==> config.mk <==
export PLATFORM = sky130hd
export DESIGN_NAME = fifo_sync_flagged
export DESIGN_NICKNAME = d
export VERILOG_FILES = /design/src/rtl/fifo_sync_flagged.sv
export SDC_FILE = /design/constraint.sdc
export NUM_CORES = 1
export LEC_CHECK = 0
export ABC_CLOCK_PERIOD_IN_PS = 3400
export BUFFER_PORTS_ARGS = -buffer_cell sky130_fd_sc_hd__clkbuf_2
export CAP_MARGIN = 20
export CORE_MARGIN = 4
export CORE_UTILIZATION = 30
export DETAILED_ROUTE_END_ITERATION = 7
export GPL_TIMING_DRIVEN = 0
export PLACE_DENSITY = 0.48
export SLEW_MARGIN = 5
export SYNTH_ARGS = -nofsm -noshare
export SYNTH_HDL_FRONTEND = slang
export SYNTH_SLANG_ARGS = --single-unit
==> constraint.sdc <==
create_clock -name clock -period 3.4 [get_ports clock]
set_input_delay 0.34 -clock clock [delete_from_list [all_inputs] [get_ports clock]]
set_output_delay 0.34 -clock clock [all_outputs]
set_load 0.05 [all_outputs]
==> src/rtl/fifo_sync_flagged.sv <==
// Single-clock FIFO with programmable almost flags, fill level,
// sticky error flags, synchronous flush and optional show-ahead reads.
module fifo_sync_flagged #(
    parameter int DATA_WIDTH   = 8,
    parameter int DEPTH        = 16,
    parameter int AFULL_LEVEL  = 12,
    parameter int AEMPTY_LEVEL = 2,
    parameter int FWFT         = 0
) (
    input  logic                       clock,
    input  logic                       reset_n,
    input  logic                       flush,
    input  logic                       err_clear,
    input  logic                       write_enable,
    input  logic [DATA_WIDTH-1:0]      write_data,
    input  logic                       read_enable,
    output logic [DATA_WIDTH-1:0]      read_data,
    output logic                       read_valid,
    output logic                       fifo_empty,
    output logic                       fifo_full,
    output logic                       almost_empty,
    output logic                       almost_full,
    output logic [$clog2(DEPTH):0]     level,
    output logic                       overflow,
    output logic                       underflow
);

    localparam int AW = $clog2(DEPTH);
    localparam int LW = AW + 1;

    logic [DATA_WIDTH-1:0] mem [DEPTH];
    logic [AW-1:0]         wr_ptr;
    logic [AW-1:0]         rd_ptr;
    logic                  wr_acc;
    logic                  rd_acc;

    assign wr_acc = write_enable & ~fifo_full;
    assign rd_acc = read_enable & ~fifo_empty;

    assign fifo_empty   = (level == '0);
    assign fifo_full    = (level == LW'(DEPTH));
    assign almost_empty = (level <= LW'(AEMPTY_LEVEL));
    assign almost_full  = (level >= LW'(AFULL_LEVEL));

    always_ff @(posedge clock) begin
        if (wr_acc && !flush) begin
            mem[wr_ptr] <= write_data;
        end
    end

    always_ff @(posedge clock or negedge reset_n) begin
        if (!reset_n) begin
            wr_ptr <= '0;
            rd_ptr <= '0;
            level  <= '0;
        end else if (flush) begin
            wr_ptr <= '0;
            rd_ptr <= '0;
            level  <= '0;
        end else begin
            if (wr_acc) wr_ptr <= wr_ptr + 1'b1;
            if (rd_acc) rd_ptr <= rd_ptr + 1'b1;
            if (wr_acc && !rd_acc) begin
                level <= level + 1'b1;
            end else if (rd_acc && !wr_acc) begin
                level <= level - 1'b1;
            end
        end
    end

    // A fresh error on the clearing edge takes priority over the clear
    always_ff @(posedge clock or negedge reset_n) begin
        if (!reset_n) begin
            overflow  <= 1'b0;
            underflow <= 1'b0;
        end else begin
            overflow  <= (overflow & ~err_clear)
                       | (write_enable & fifo_full);
            underflow <= (underflow & ~err_clear)
                       | (read_enable & fifo_empty);
        end
    end

    if (FWFT != 0) begin : g_fwft
        // Head word is shown directly; forced to zero while nothing is stored
        assign read_data  = fifo_empty ? '0 : mem[rd_ptr];
        assign read_valid = ~fifo_empty;
    end else begin : g_reg
        always_ff @(posedge clock or negedge reset_n) begin
            if (!reset_n) begin
                read_data  <= '0;
                read_valid <= 1'b0;
            end else if (flush) begin
                read_valid <= 1'b0;
            end else begin
                read_valid <= rd_acc;
                if (rd_acc) read_data <= mem[rd_ptr];
            end
        end
    end

endmodule

==> metrics.yaml <==
die_y_microns: 151
cp.buffers_inverters: 0
reg2reg_slack_ps: 440
seq_area_sq_mm: 0.00444
fillers: 1882
post_cts_buffers: 0
drt_wl_total_mm: 13.3
ctsResizeCount: 0
cellPowerDensity_mw_per_mm2: 735
worst_ep_arrival_time_ps: 3300
area_growth_pct: 19.1
clk_pin_slew_worst_paths_ps: 60
die_x_microns: 151
end_kind: "flip-flop"
p_clk_share_pct: 37.2
cts_root_buffer: "clkbuf_16"
drive_gt1_share_pct: 29.6
r2r_start: "level[1]"
stdcell_area_sq_mm: 0.00736
timing.fmax_mhz: 337
clkLatencyLatePin_ps: 420
grt_pass1_vias: 3319
antenna_found_initial: 0
cpPeakStageDelay_ps: 600
first_iter_violations: 176
avgViaCountPerCell: 4.70
yosysWarnings: 0
min_from: "write_enable"
ys_ff_latch: 152
syn-num-nets: 354
wire_per_inst_microns: 19.9
peakVddDrop_v: 0.000347
place.port_buffers: 33
dieArea_sq_mm: 0.0229
multi_input_area_sq_mm: 0.00166
vias: 3147
row_count: 52
dr.pass1.iters: 4
finalCritPeriodShare_pct: 87.2
synthesis.area_sq_mm: 0.00618
timing.hold.ws_ps: 162
slew_headroom_pct: 33.5
finalHoldViolCount: 0
num_antenna_cells: 0
cts_buffer_depth: 2
hold_class: "in2reg"
cts_max_level: 4
p_int_w: 0.00373
swShare_pct: 30.9
floorplan.initialDensity_pct: 30.5
synth_cells: 330
layout_min_cycle_time_ps: 2960
p_seq_share_pct: 41.7
finalMaxSlewViolations: 0
route.detailed.drc: 0
grt_usage_pct: 12.5
grt_pass1_wl_mm: 20.4
gp_congestion: 0.737
cts_tree: "yes"
numCtsBuffers: 17
hpwlAfterDp_mm: 8.93
synth_area_per_cell_sq_um: 18.7
dpl-instance-area_sq_mm: 0.00672
final-setup-viol-count: 0
drv_cap: 0
pin_count: 34
seq_area_frac_synth_pct: 72.0
grt_overflow: 0
skew_ps: 8.90
core_sq_mm: 0.0202
critPathSlowestCell: "or4_4"
grt_max_degree: 25
ant_nets: 0
rsz0062_at_grt: "false"
synthDistinctLibCells: 37
leakage_nw: 2.51
path_class: "reg2reg"
ctsHoldBuffers: 1
path_common_cell: "a21o_1"
p_switching_w: 0.00167
cts_sinks: 152
required_ps: 3730
p_comb_share_pct: 21.1
status: "finished, final reports clean"
startpoint_type: "flip-flop"
crit_fanout: 7
cp-startpoint: "level[1]"
worst_pin_slew_ps: 994
crit_chain: "or4_4 > o21ai_4 > nand2_1 > fa_1 > a21o_1 > a21o_1 > and3_2 > o21ai_0 > nor3b_1"
fin_nets: 410
cpLargestDelayFamily: "simple AND/OR/NAND/NOR gates"
==> placed cells by master, fill, tap and decap left out, types with 7 or more instances in the layout <==
cell	instances
clkbuf_2	34
mux2i_1	18
mux4_2	32
nand2_1	18
clkbuf_16	17
ha_1	9
dfrtp_1	24
edfxtp_1	128
buf_2	7
o221ai_1	8
and2_1	13
nor2_1	16
clkbuf_1	9
==> metal layers <==
| metal | GRT usage (%) | up-vias | part of all wire, % |
|---|---|---|---|
| li1 | - | 1418 | - |
| met1 | 16.2 | 1666 | 46 |
| met2 | 20.3 | 45 | 50 |
| met3 | 3.27 | 18 | 2.8 |
| met4 | 4.99 | 0 | 1.8 |
| met5 | 0 | - | 0 |
==> layout make-up <==
class	instances	area share [%]
Multi-Input combinational cell	157	22.5
Sequential cell	152	60.4
Clock buffer	19	5.88
Timing Repair Buffer	37	2.74
Buffer	16	1.00
Tap cell	270	4.59
Inverter	5	0.255
Clock inverter	13	2.60
==> through the flow <==
step                utilization (%)  worst slack [ps]  setup TNS, ps  power, W  std cells
floorplan                         -               454              0   0.00314        330
global placement               33.0              -390          -3110   0.00343        633
detailed placement             33.2               419              0   0.00345        636
CTS                            36.4               402              0   0.00547        669
global route                   36.4               232              0   0.00562        669
finish                         36.4               436              0   0.00540        669
==> synthesized netlist by cell type, drive strengths merged <==
library cell | n | area (sq um)
edfxtp | 128 | 3840
mux4 | 32 | 721
dfrtp | 24 | 601
mux2i | 18 | 180
nand2 | 18 | 67.6
nor2 | 16 | 60.1
and2 | 13 | 81.3
ha | 9 | 113
buf | 8 | 42.5
clkbuf | 8 | 31.3
o221ai | 8 | 70.1
nor3 | 6 | 35.0
inv | 5 | 18.8
xor2 | 5 | 43.8
xnor2 | 4 | 42.6
a21oi | 3 | 15.0
a21boi | 2 | 22.5
a21o | 2 | 15.0
a22o | 2 | 17.5
nand2b | 2 | 12.5
nand3 | 2 | 10.0
nand4 | 2 | 12.5
nor3b | 2 | 15.0
nor4 | 2 | 12.5
o21ai | 2 | 21.3
a2111oi | 1 | 8.76
a211oi | 1 | 7.51
and3 | 1 | 7.51
fa | 1 | 20.0
nor4b | 1 | 8.76
or3 | 1 | 7.51
or4 | 1 | 11.3
==> path summary, 6_finish.rpt <==
kind                                     end  depth (start not counted)
worst max-delay path                level[4]                          9
worst min-delay path                overflow                          2
worst max register to register      level[4]                          9
worst min register to register  read_data[6]                          2
max in group asynchronous       read_data[3]                          2
min in group asynchronous           level[2]                          2
==> power by group through the flow <==
stage          registers [W]  logic [W]  clock network [W]
2_1_floorplan        0.00254   0.000601                  0
3_3_place_gp         0.00229    0.00115                  0
3_5_place_dp         0.00230    0.00116                  0
4_1_cts              0.00226    0.00116            0.00205
5_1_grt              0.00227    0.00122            0.00213
6_report             0.00226    0.00114            0.00201
==> registers in the layout, summed over array words and instances, names as in the netlist <==
name	cells
level	5
read_valid	1
overflow	1
wr_ptr	4
underflow	1
mem	128
read_data	8
rd_ptr	4
==> kinds of logic (layout without fill, tap and decap cells) <==
group                      after synthesis  in the layout  synth area share, %
DFF                                    152            152                 72.0
and+or+nand+nor                         67             67                 5.53
muxes                                   50             50                 14.6
AOI/OAI and AO/OA                       21             21                 2.88
buffers and inverters                   21             90                 1.50
adders and majority gates               10             10                 2.15
xor gates and xnor gates                 9              9                 1.40
==> worst reg2reg max path, delay by kind of cell, from the launching register on <==
family	cells	cell delay, ps
adders and majority gates	1	450
and+or+nand+nor	4	1210
AOI/OAI and AO/OA	4	750
DFF	1	470
Power figures use the tool's default switching activity.
